`config.mk`:
```
export PLATFORM = sky130hd
export DESIGN_NAME = k_means_seq_ctrl
export DESIGN_NICKNAME = d
export VERILOG_FILES = /design/src/rtl/k_means_seq_ctrl.sv
export SDC_FILE = /design/constraint.sdc
export NUM_CORES = 1
export LEC_CHECK = 0
export ABC_AREA = 1
export CORE_MARGIN = 3
export CORE_UTILIZATION = 40
export DETAILED_ROUTE_END_ITERATION = 10
export PLACE_DENSITY = 0.6
export SLEW_MARGIN = 20
export SYNTH_ARGS = -nofsm -noshare
export SYNTH_HDL_FRONTEND = slang
export SYNTH_SLANG_ARGS = --single-unit
```
`constraint.sdc`:
```
create_clock -name clk -period 2.99 [get_ports clk]
set_clock_uncertainty 0.05 [all_clocks]
set_input_delay 0.598 -clock clk [delete_from_list [all_inputs] [get_ports clk]]
set_output_delay 0.598 -clock clk [all_outputs]
set_load 0.01 [all_outputs]
```
`src/rtl/k_means_seq_ctrl.sv`:
```
// Iteration sequencer for the k-means core: streams the point set from the sample RAM,
// runs the centroid update, checks convergence, and repeats until done.
module k_means_seq_ctrl #(
    parameter int ADDR_W  = 8,
    parameter int ITER_W  = 8,
    parameter int RAM_LAT = 1
) (
    input  logic              clk,
    input  logic              rst_n,
    input  logic              go,
    input  logic              abort,
    input  logic [ADDR_W-1:0] num_points,
    input  logic [ITER_W-1:0] max_iter,
    output logic              ram_rd_en,
    output logic [ADDR_W-1:0] ram_addr,
    output logic              pt_valid,
    output logic              pt_last,
    output logic              acc_clr,
    output logic              upd_start,
    input  logic              upd_done,
    input  logic              changed,
    output logic              busy,
    output logic [ITER_W-1:0] iter_cnt,
    output logic              conv,
    output logic              interupt
);

    typedef enum logic [2:0] {
        S_IDLE  = 3'd0,
        S_CLR   = 3'd1,
        S_RD    = 3'd2,
        S_DRAIN = 3'd3,
        S_UPD   = 3'd4,
        S_CHK   = 3'd5,
        S_DONE  = 3'd6
    } state_t;

    localparam logic [ADDR_W-1:0] ADDR_ZERO = {ADDR_W{1'b0}};
    localparam logic [ADDR_W-1:0] ADDR_ONE  = {{(ADDR_W-1){1'b0}}, 1'b1};
    localparam logic [ITER_W-1:0] ITER_ZERO = {ITER_W{1'b0}};
    localparam logic [ITER_W-1:0] ITER_ONE  = {{(ITER_W-1){1'b0}}, 1'b1};

    state_t              state_r;
    logic [ADDR_W-1:0]   np_r;
    logic [ITER_W-1:0]   mi_r;
    logic                changed_r;
    logic [RAM_LAT-1:0]  vld_pipe_r;
    logic [RAM_LAT-1:0]  last_pipe_r;
    logic [ADDR_W-1:0]   last_addr_s;
    logic                issue_last_s;

    assign last_addr_s  = np_r - ADDR_ONE;
    assign issue_last_s = ram_rd_en && (ram_addr == last_addr_s);
    assign pt_valid     = vld_pipe_r[RAM_LAT-1];
    assign pt_last      = last_pipe_r[RAM_LAT-1];

    // Delay line matching the RAM read latency; abort drops anything in flight
    always_ff @(posedge clk) begin
        if (rst_n || abort) begin
            vld_pipe_r  <= {RAM_LAT{1'b0}};
            last_pipe_r <= {RAM_LAT{1'b0}};
        end else begin
            vld_pipe_r[0]  <= ram_rd_en;
            last_pipe_r[0] <= issue_last_s;
            for (int i = 1; i < RAM_LAT; i++) begin
                vld_pipe_r[i]  <= vld_pipe_r[i-1];
                last_pipe_r[i] <= last_pipe_r[i-1];
            end
        end
    end

    // Sequencer state machine with registered outputs
    always_ff @(posedge clk) begin
        if (rst_n) begin
            state_r   <= S_IDLE;
            np_r      <= ADDR_ZERO;
            mi_r      <= ITER_ZERO;
            changed_r <= 1'b0;
            ram_rd_en <= 1'b0;
            ram_addr  <= ADDR_ZERO;
            acc_clr   <= 1'b0;
            upd_start <= 1'b0;
            busy      <= 1'b0;
            iter_cnt  <= ITER_ZERO;
            conv      <= 1'b0;
            interupt  <= 1'b0;
        end else if (abort) begin
            state_r   <= S_IDLE;
            ram_rd_en <= 1'b0;
            ram_addr  <= ADDR_ZERO;
            acc_clr   <= 1'b0;
            upd_start <= 1'b0;
            busy      <= 1'b0;
            conv      <= 1'b0;
            interupt  <= 1'b0;
        end else begin
            acc_clr   <= 1'b0;
            upd_start <= 1'b0;
            interupt  <= 1'b0;
            case (state_r)
                S_IDLE: begin
                    // a go coinciding with the completion pulse is dropped
                    if (go && !interupt) begin
                        np_r     <= num_points;
                        mi_r     <= (max_iter == ITER_ZERO) ? ITER_ONE : max_iter;
                        iter_cnt <= ITER_ZERO;
                        conv     <= 1'b0;
                        busy     <= 1'b1;
                        if (num_points != ADDR_ZERO) begin
                            acc_clr <= 1'b1;
                            state_r <= S_CLR;
                        end else begin
                            state_r <= S_DONE;
                        end
                    end else begin
                        state_r <= S_IDLE;
                    end
                end
                S_CLR: begin
                    ram_addr  <= ADDR_ZERO;
                    ram_rd_en <= 1'b1;
                    state_r   <= S_RD;
                end
                S_RD: begin
                    if (ram_addr == last_addr_s) begin
                        ram_rd_en <= 1'b0;
                        state_r   <= S_DRAIN;
                    end else begin
                        ram_addr <= ram_addr + ADDR_ONE;
                    end
                end
                S_DRAIN: begin
                    if (pt_last) begin
                        upd_start <= 1'b1;
                        state_r   <= S_UPD;
                    end else begin
                        state_r <= S_DRAIN;
                    end
                end
                S_UPD: begin
                    if (upd_done) begin
                        iter_cnt  <= iter_cnt + ITER_ONE;
                        changed_r <= changed;
                        state_r   <= S_CHK;
                    end else begin
                        state_r <= S_UPD;
                    end
                end
                S_CHK: begin
                    if (!changed_r) begin
                        conv    <= 1'b1;
                        state_r <= S_DONE;
                    end else if (iter_cnt == mi_r) begin
                        conv    <= 1'b0;
                        state_r <= S_DONE;
                    end else begin
                        acc_clr <= 1'b1;
                        state_r <= S_CLR;
                    end
                end
                S_DONE: begin
                    interupt <= 1'b1;
                    busy     <= 1'b0;
                    state_r  <= S_IDLE;
                end
                default: begin
                    busy      <= 1'b0;
                    ram_rd_en <= 1'b0;
                    state_r   <= S_IDLE;
                end
            endcase
        end
    end

endmodule
```
Word-level counts from Yosys, hierarchy flattened --
Cells that the tools add are included.
Storage, ports and cells: register bits after elaboration 44, bits of input ports 22, word-level logic and storage cells 84
Operators by class: reduce and logical (&&, ||, !) cells 21, muxes and demuxes 29, add/sub/neg operators 3, equality and inequality tests 13, bitwise operators 4
Operators with widths (number):
- two-way mux 8 bit | 4
- case mux 8 bit (2 select lines) | 2
- two-way mux 3 bit | 6
- case mux 3 bit (6 select lines) | 1
- adder 8 x 1 -> 8 bit, second input constant | 2
- == test 8 bit | 2
- two-way mux 1 bit | 12
- OR reduction 5 bit | 2
- == test 3 bit, second input constant | 3
- AND reduction 3 bit | 3
- logical NOT 8 bit | 1
- != test 2 bit, second input constant | 4
- nonzero test 8 bit | 1
- subtractor 8 x 1 -> 8 bit, second input constant | 1
- == test 3 x 2 -> 1 bit, second input constant | 2
- case mux 1 bit (2 select lines) | 3
- AND reduction 2 bit | 3
- nonzero test 2 bit | 3
- NOT 1 bit | 4
- AND reduction 4 bit | 1
- == test 3 x 1 -> 1 bit, second input constant | 1
- logical NOT 3 bit | 1
- != test 3 bit, second input constant | 1
- case mux 1 bit (3 select lines) | 1
- other kinds (5) | 6

Longest topological paths before layout --
word-level depth 4, gate-level depth with buffers 16

Least setup slack after synthesis --
OpenSTA, ideal clock, no wires.
path type reg2reg, start reg np_r[0], end reg ram_addr[1], path slack 1.286 ns, data arrival time 1.541 ns, library setup time 0.113 ns, stages on the path, launching flop included 16, buffers on the path 0, cell sequence dfxtp_1 > inv_2 > ha_1 > inv_1 > nand2_1 > nand2_1 > nor2_1 > nand2_1 > nor2_1 > nand2_1 > nor2_2 > nand2_2 > nand2_4 > nand2_4 > nor2_1 > nor2_1
On the way: longest elaborated chain between the ends 4
Ends and longest elaborated chain:
- from (decl) | line 44 | logic [ADDR_W-1:0] np_r;
- from (signal assigned) | line 104 | np_r <= num_points;
- subtractor 8 x 1 -> 8 bit | line 52 | assign last_addr_s = np_r - ADDR_ONE;
- == test 8 bit | line 125 | if (ram_addr == last_addr_s) begin
- != test 2 bit (no line)
- AND reduction 2 bit (no line)
- to (signal assigned) | line 129 | ram_addr <= ram_addr + ADDR_ONE;
- to (decl) | line 15 | output logic [ADDR_W-1:0] ram_addr,
No other way between the ends. A chain may end at the register's enable or synchronous reset.

Final worst setup path --
start reg ram_addr[3], end out ram_addr[3]
No word-level cell between the ends.

==> results.py <==
metrics = {
    "clock_tree": {
        "clk_pin_slew_ns": 0.09,
        "root_buffer": "clkbuf_8",
        "tritoncts": "yes",
        "worstSkewPairLatency_ns": 0.29,
        "clock-sinks": 44,
        "clockBufferDepth": 2,
        "h-tree-depth": 2,
        "post-cts-setup-buffers": 0,
        "cts_hold_buf": 0,
        "numCtsBuffers": 5,
        "ctsResizeCount": 0,
    },
    "setup_path": {
        "critPathLaunchType": "flip-flop",
        "r2r_start": "np_r[0]",
        "critPathCaptureType": "output pin",
        "reg2reg_to": "ram_addr[5]",
        "slowest_stage": "clkdlybuf4s50_1",
        "rrSetupSlack_ns": 0.99,
        "path_max_fanout": 7,
        "rr_worst_depth": 15,
        "path_cells": "clkdlybuf4s50_1",
        "crit_cells": 1,
        "crit_arrival_ns": 1.36,
        "critPathMaxStageDelay_ns": 0.59,
        "worst-path-buf-inv": 1,
        "setup.worst_path.class": "flip-flop to output pin",
        "cp.required_ns": 2.34,
        "cp_top_family": "buffers and inverters",
    },
    "finish": {
        "drive_gt1_share_pct": 11.5,
        "nets": 408,
        "fin_cells": 456,
        "n_antenna_cell": 0,
        "syn_to_final_growth_pct": 26.3,
    },
    "min_path": {
        "min_path_type": "flip-flop to flip-flop",
        "min_to": "pt_last",
        "holdCritStartpoint": "ram_rd_en",
        "min_path_cells": 2,
    },
    "routing": {
        "wl_met3_um": 219,
        "wl_met2_mm": 2.45,
        "drt_iter0_drc": 109,
        "routed_via_density": 4.82,
        "vias": 2197,
        "ant_nets": 0,
        "wl_met1_mm": 2.66,
        "wl_per_cell_um": 11.7,
        "highest_layer": "met4",
        "drtPass1Iterations": 4,
        "postRouteWirelength_mm": 5.35,
        "drcViolationCount": 0,
    },
    "synthesis": {
        "synthDistinctLibCells": 40,
        "ys_seq_elements": 44,
        "yosysWarnings": 0,
        "ys.flop_type": "dfxtp_1",
        "yosysSeqAreaShare_pct": 36.4,
        "synth_top_area_share_pct": 36.4,
        "synthesis.instances": 336,
        "synth_area_leader_cell": "dfxtp_1",
        "syn_area_per_cell_um2": 7.20,
        "synth_nets": 361,
        "async_flop_share_pct": 0,
        "ys_top_cells_by_count": "66 x nand2_1, 47 x nor2_1, 44 x dfxtp_1",
        "netlist_area_um2": 2420,
        "post-synth-top-count-cell": "nand2_1",
        "synth_edf_count": 0,
        "synth_area_leaders": "dfxtp_1 36%, nand2_1 10%, nor2_1 7.3%",
    },
    "global_routing": {
        "grt_max_degree": 22,
        "grt_usage_pct": 16.1,
        "grt_pass1_wl_mm": 9.47,
        "first_global_vias": 2122,
        "overflow": 0,
        "grt_antenna_before_repair": 0,
    },
    "placement": {
        "port_buffers": 45,
        "gp_congestion": 0.775,
        "place_hpwl_mm": 4.20,
        "dp_cells": 448,
    },
    "floorplan": {
        "io_pins": 46,
        "die_w_um": 83.8,
        "initial_core_util_pct": 42.6,
        "fp-row-count": 27,
        "die_area_um2": 7020,
        "die_y_um": 83.8,
        "core_area_um2": 5680,
    },
    "pwr": {
        "internal-power_uw": 971,
        "p_sw_uw": 343,
        "seqPwrFrac_pct": 47.8,
        "switching_share_pct": 26.1,
        "peakVddDrop_v": 0.000333,
        "pwr-share-comb_pct": 15.6,
        "clock_power_share_pct": 36.6,
        "p_leak_nw": 1.15,
        "p_per_area_nw_per_um2": 430,
        "power_mw": 1.31,
    },
    "timing": {
        "finalHoldViolations": 0,
        "min_period_over_period_pct": 67.1,
        "max_freq_mhz": 498,
        "setup-violations-final": 0,
        "slew_headroom_pct": 63.5,
        "slew_violations": 0,
        "rsz0062_at_grt": "no",
        "worst_slew_pin_slew_ns": 0.547,
        "fin_tns_setup_ns": 0,
        "min_period_ns": 2.01,
    },
    "outcome": {
        "status": "finished, final reports clean",
    },
    "flow_run": {
        "cap_violations": 0,
    },
}
## state kept, by name, summed over array words and instances (netlist names), 3 cells and up
| signal | flops |
|---|---|
| iter_cnt | 8 |
| mi_r | 8 |
| np_r | 8 |
| ram_addr | 8 |
| state_r | 3 |
## how the worst max path moves through the flow
stage,startpoint,end,slack (ns)
after floorplan,np_r[0],ram_addr[1],1.29
after global placement,go,np_r[0],0.70
after detailed placement,go,np_r[3],0.67
after CTS,ram_addr[3],ram_addr[3],0.95
after global routing,np_r[0],ram_addr[1],0.78
final,ram_addr[3],ram_addr[3],0.98
## area by class of cell
type | count | area, um^2
clock buffer | 6 | 82.6
clock inverter | 2 | 38.8
fill | 557 | 2620
inverter | 43 | 164
multi-input combinational | 243 | 1340
sequential | 44 | 881
tap | 72 | 90.1
timing repair buffer | 46 | 458
## per-layer routing
metal / global-route usage [%] / vias to the layer above
li1: - / 1186
met1: 21.5 / 969
met2: 26.6 / 40
met3: 3.75 / 2
met4: 2.92 / 0
met5: 0 / -
## metrics by stage
step	hold slack (ns)	worst slack [ns]	utilization [%]	area, um^2
3_3_place_gp	0.404	0.697	51.7	2930
5_1_grt	0.445	0.785	53.8	3050
2_1_floorplan	0.407	1.29	-	2420
4_1_cts	0.430	0.946	53.8	3050
6_report	0.423	0.984	53.8	3050
3_5_place_dp	0.417	0.667	51.7	2930
## worst reg2reg max path: cells and delay by family, from the launching register on
family	cells	cell delay (ns)
buffers and inverters	2	0.11
AO/OA/AOI/OAI	1	0.05
AND/OR/NAND/NOR	11	1.00
flip-flops	1	0.35
adder cells (fa/ha/maj)	1	0.30
## power groups by stage
stage | Combinational, mW | Clock, mW | Sequential (mW)
3_5_place_dp | 0.207 | 0 | 0.642
5_1_grt | 0.236 | 0.511 | 0.631
3_3_place_gp | 0.205 | 0 | 0.642
2_1_floorplan | 0.144 | 0 | 0.636
6_report | 0.205 | 0.481 | 0.628
4_1_cts | 0.207 | 0.495 | 0.628
## cells by family after synthesis
logic type / Yosys count / share of synthesized area (%)
AND/OR/NAND/NOR: 174 / 36.5
flip-flops: 44 / 36.4
XOR/XNOR: 13 / 4.71
buffers and inverters: 49 / 8.17
AO/OA/AOI/OAI: 53 / 12.6
adder cells (fa/ha/maj): 3 / 1.55
## layout by cell type, fill, tap and decap left out, types with 3 or more instances in the layout
cell type        Yosys  routed
clkdlybuf4s50_1      0      45
nand2_2              5       5
o21ai_0             21      21
xnor2_1              7       7
nor3_1               9       9
nor2_2               6       6
nand3_1             19      19
dfxtp_1             44      44
inv_1               33      33
ha_1                 3       3
clkbuf_8             0       6
inv_2                7       7
nand2_1             66      66
xor2_1               6       6
a21oi_1             22      22
nor2_1              47      47
nor3b_1              4       4
nor4_1               3       3
No activity file was read; power rests on OpenSTA's default activity.
